===== src/rtl/regfile_pkg.sv =====
// Shared definitions for the parameterised register file.
// FSM state encoding and a constant-safe clog2 helper.
package regfile_pkg;

  localparam logic [0:0] IDLE  = 1'b0;
  localparam logic [0:0] SWEEP = 1'b1;

  function automatic int clog2(input int n);
    int r;
    r = 0;
    for (int v = n - 1; v > 0; v = v >> 1)
      r++;
    return r;
  endfunction

endpackage


===== src/rtl/regfile_word.sv =====
// One storage word of the register file.
// Reset and clear both zero the word; clear wins over write.
module regfile_word #(
  parameter int WIDTH = 32
) (
  input  logic             clk,
  input  logic             reset,
  input  logic             we,
  input  logic             clr,
  input  logic [WIDTH-1:0] d,
  output logic [WIDTH-1:0] q
);

  always_ff @(posedge clk) begin
    if (reset || clr)
      q <= '0;
    else if (we)
      q <= d;
  end

endmodule


===== src/rtl/regfile_param.sv =====
// Two-read one-write register file with a background clear sweep.
// Define REGFILE_BYPASS_EN for same-cycle write-to-read forwarding.
module regfile_param
  import regfile_pkg::*;
#(
  parameter int WIDTH    = 32,
  parameter int DEPTH    = 32,
  parameter int ZERO_REG = 1,
  localparam int AW      = clog2(DEPTH)
) (
  input  logic             clk,
  input  logic             reset,
  input  logic             wen,
  input  logic [AW-1:0]    waddr,
  input  logic [WIDTH-1:0] wdata,
  input  logic [AW-1:0]    raddr1,
  input  logic [AW-1:0]    raddr2,
  output logic [WIDTH-1:0] rdata1,
  output logic [WIDTH-1:0] rdata2,
  input  logic             clr,
  output logic             busy
);

  logic [0:0]       state;
  logic [AW-1:0]    cnt;
  logic [WIDTH-1:0] mem [DEPTH];
  logic             wz;
  logic             wr_ok;
  logic             z1;
  logic             z2;

  assign busy  = (state == SWEEP);
  assign wz    = (ZERO_REG != 0) && (waddr == '0);
  assign wr_ok = wen && !busy && !wz;

  // Counter wraps to 0 on the last step, ready for the next sweep.
  always_ff @(posedge clk) begin
    if (reset) begin
      state <= IDLE;
      cnt   <= '0;
    end else begin
      unique case (state)
        IDLE: begin
          if (clr) begin
            state <= SWEEP;
            cnt   <= '0;
          end
        end
        SWEEP: begin
          if (cnt == AW'(DEPTH - 1))
            state <= IDLE;
          cnt <= cnt + AW'(1);
        end
        default: begin
          state <= IDLE;
          cnt   <= '0;
        end
      endcase
    end
  end

  for (genvar i = 0; i < DEPTH; i++) begin : g_word
    regfile_word #(
      .WIDTH(WIDTH)
    ) u_word (
      .clk  (clk),
      .reset(reset),
      .we   (wr_ok && (waddr == AW'(i))),
      .clr  (busy && (cnt == AW'(i))),
      .d    (wdata),
      .q    (mem[i])
    );
  end

  assign z1 = (ZERO_REG != 0) && (raddr1 == '0);
  assign z2 = (ZERO_REG != 0) && (raddr2 == '0);

  always_comb begin
    rdata1 = z1 ? '0 : mem[raddr1];
    rdata2 = z2 ? '0 : mem[raddr2];
`ifdef REGFILE_BYPASS_EN
    if (wr_ok && (raddr1 == waddr))
      rdata1 = wdata;
    if (wr_ok && (raddr2 == waddr))
      rdata2 = wdata;
`endif
  end

endmodule

===== config.mk =====
export PLATFORM = sky130hd
export DESIGN_NAME = regfile_param
export DESIGN_NICKNAME = d
export VERILOG_FILES = /design/src/rtl/regfile_pkg.sv /design/src/rtl/regfile_word.sv /design/src/rtl/regfile_param.sv
export SDC_FILE = /design/constraint.sdc
export NUM_CORES = 2
export LEC_CHECK = 0
export BUFFER_PORTS_ARGS = -buffer_cell sky130_fd_sc_hd__buf_2
export CAP_MARGIN = 20
export CORE_MARGIN = 4
export CORE_UTILIZATION = 30
export CTS_CLUSTER_DIAMETER = 50
export DETAILED_ROUTE_END_ITERATION = 16
export PLACE_DENSITY = 0.5
export SYNTH_ARGS = -nofsm -noshare
export SYNTH_HDL_FRONTEND = slang
export SYNTH_SLANG_ARGS = --single-unit

===== constraint.sdc =====
create_clock -name clk -period 1.75 [get_ports clk]
set_input_delay 0.0875 -clock clk [delete_from_list [all_inputs] [get_ports clk]]
set_output_delay 0.0875 -clock clk [all_outputs]
set_load 0.1 [all_outputs]

==> impl_metrics.ini <==
[place]
postPlaceCellArea_mm2 = 0.0679
hpwlAfterDp_mm = 163
dp_cells = 9054
gp_congestion = 0.912
pre_cts_slack_ps = -861
io_buffers = 115

[drt]
drt-wirelength-per-cell_um = 29.0
routed_wl_mm = 273
first_iter_violations = 6152
antenna_left = 0
drc_errors = 0
vias = 54100
avgViaCountPerCell = 5.74
dr.pass1.iters = 6

[cts]
worstSkewPairLatency_ps = 790
cts_tree = yes
cts_buffer_depth = 3
clock-sinks = 1030
root_buffer = clkbuf_16
path_clk_slew_ps = 60
cts_buffers = 134
htreeDepth = 4

[synth]
yosys.area.top_type = dfxtp_1
syn_nets = 6158
synth.avg_cell_area_um2 = 8.74
synth_edf_count = 0
synth.distinct_cells = 55
post-synth-top-area-fraction_pct = 38.7
ys_ff_latch = 1030
synthTopCellsByArea = dfxtp_1, nand2_1, mux4_2
yosysSeqAreaShare_pct = 38.7
synth_area_mm2 = 0.0533
post_synth_inst_count = 6101
ys_warn_count = 0
synth-main-ff-cell = dfxtp_1
async_flop_share_pct = 0

[hold_path]
hold_path_class = input pin to register

[die]
die-area_mm2 = 0.184
placementRows = 154
core_region_area_mm2 = 0.176
dieHeight_um = 429
die_w_um = 429
ios = 116
initial_utilization_pct = 30.2

[sta]
finalCriticalPeriod_ps = 2780
hold_slack_ps = 171
timing.fmax_ghz = 0.360
finalClockSkew_ps = 23.7
setup_ws_ps = -1030
slew_violations = 0
worst_slew_pin_slew_ps = 1200
hold_viol = 0
setup_violations = 849
max_slew_margin_pct = 20.1
rsz0062_at_grt = true
tns_ps = -154750
post-route-period-util_pct = 159

[power_and_ir_drop]
peakVddDrop_mv = 1.15
fin_total_pwr_mw = 62.2
power_density_mw_per_mm2 = 792
power.leakage_nw = 28.8

[worst_setup_path]
cp.required_ps = 1660
cp-start-kind = register
cpPeakStageDelay_ps = 450
cp_data_arrival_time_ps = 2690
cpMaxStageDelayCell = mux4_2
crit_fanout = 2
crit_chain = mux4_2 > mux2_4 > a221oi_4 > buf_4 > a211oi_4 > buf_12
path_class = register to output pin
cp-end-kind = output pin

[status]
violations = negative setup slack
status = complete, but fails checks

[final_layout]
final_cells = 9435
area_growth_pct = 47.5
design_area_mm2 = 0.0786
layout.nets = 7038
final_util_pct = 44.6
drive_gt1_share_pct = 40.8

[global_route]
grt_usage_pct = 27.6
grt_pass1_wl_mm = 376
first_global_vias = 52100
grt_max_degree = 38
gr-total-overflow = 0
antenna_found_initial = 12

[flow_run]
cap_violations = 0
==> kinds of logic after synthesis <==
logic type      count (synthesis)  synth area share (%)
simple gates                 2287                  17.3
compound gates               1407                  15.3
flops                        1030                  38.7
mux                           737                  22.4
buf+inv                       634                  6.15
fa+ha+maj                       6                 0.141
==> registers in the layout (all words and copies together), names as in the netlist <==
| signal | flops |
|---|---|
| g_word.u_word.q | 1024 |
| cnt | 5 |
| busy | 1 |
==> report_power, final <==
group	total, mW	leakage (nW)	switching (mW)	internal, mW
Clock	29.6	2.27	11.7	17.8
Combinational	8.95	18.2	5.63	3.32
Sequential	23.7	8.38	0.0945	23.6
Total	62.2	28.8	17.5	44.7
==> Yosys cell counts (3+ instances only) <==
cell type,count
buf_1,3
mux4_4,3
a221oi_2,8
a21oi_2,9
nor3_2,18
inv_1,5
buf_2,178
a21oi_1,1018
nor3_1,5
a311oi_1,32
mux2i_1,321
mux4_2,335
nand3_1,28
and2_1,35
a22oi_1,64
nor2b_1,42
clkbuf_8,10
o2111ai_1,8
nor3_4,10
nand4_1,32
a211oi_1,58
dfxtp_1,1030
mux4_1,14
o221ai_1,64
o21bai_1,29
buf_6,50
nor2_1,13
or3b_1,3
o21ai_0,56
buf_4,42
ha_1,6
nand2b_1,7
nand3b_1,3
mux2_2,64
clkbuf_1,340
a211oi_2,6
nand2_1,2072
a221oi_1,48
or3_1,9
==> layer usage <==
layer,wire [um],GRT usage [%],up-vias
li1,-,-,23200
met1,101000,33.7,26900
met2,125000,44.2,3178
met3,25600,5.60,880
met4,21600,18.2,2
met5,12,0,-
==> timing repair <==
| item | CTS | global route |
|---|---|---|
| buffers inserted | 47 | 22 |
| gates cloned | 27 | 27 |
| hold endpoints to repair | 998 | 0 |
| hold buffers | 34 | 0 |
| setup endpoints to repair | 838 | 1090 |
| resized for setup | 515 | 593 |
| pin swaps | 137 | 311 |
==> critical path: cells and delay by family (launching register included) <==
family | cells | cell delay [ps]
DFF | 1 | 320
AOI/OAI and AO/OA | 2 | 420
muxes | 2 | 780
buffers and inverters | 2 | 390
==> final timing paths <==
check,startpoint,to,slack [ps],cells past startpoint
worst max-delay path,g_word[29].u_word.q[21],rdata1[21],-1030,6
worst min-delay path,waddr[2],g_word[20].u_word.q[2],170,7
worst max register to register,busy,g_word[5].u_word.q[31],-390,8
worst min register to register,g_word[29].u_word.q[17],g_word[29].u_word.q[17],470,2
==> final cells by class <==
cell class                      instances  area [um2]
Clock buffer                          178        3820
Inverter                                5        21.3
Sequential cell                      1030       20800
Tap cell                             2340        2930
Antenna cell                            9        22.5
Clock inverter                         63         851
Fill cell                           16500       97700
Timing Repair Buffer                 1373       15600
Multi-Input combinational cell       4437       34600
==> placed cells by master (no fill, tap or decap), types with 32 or more instances in the layout <==
cell,instances
clkbuf_16,164
buf_2,42
and2_1,34
nand2_4,150
nand4_1,32
a22oi_1,41
mux2_4,59
dlygate4sd3_1,34
a211oi_4,34
a21oi_2,194
dfxtp_1,877
mux2i_1,319
buf_4,847
mux4_2,345
a311oi_4,32
dfxtp_2,152
buf_6,80
buf_16,38
nand2_2,41
o221ai_2,36
a221oi_2,38
buf_12,295
nand2_1,1881
a21oi_1,833
Note: power is estimated with default switching activity, not from simulation.
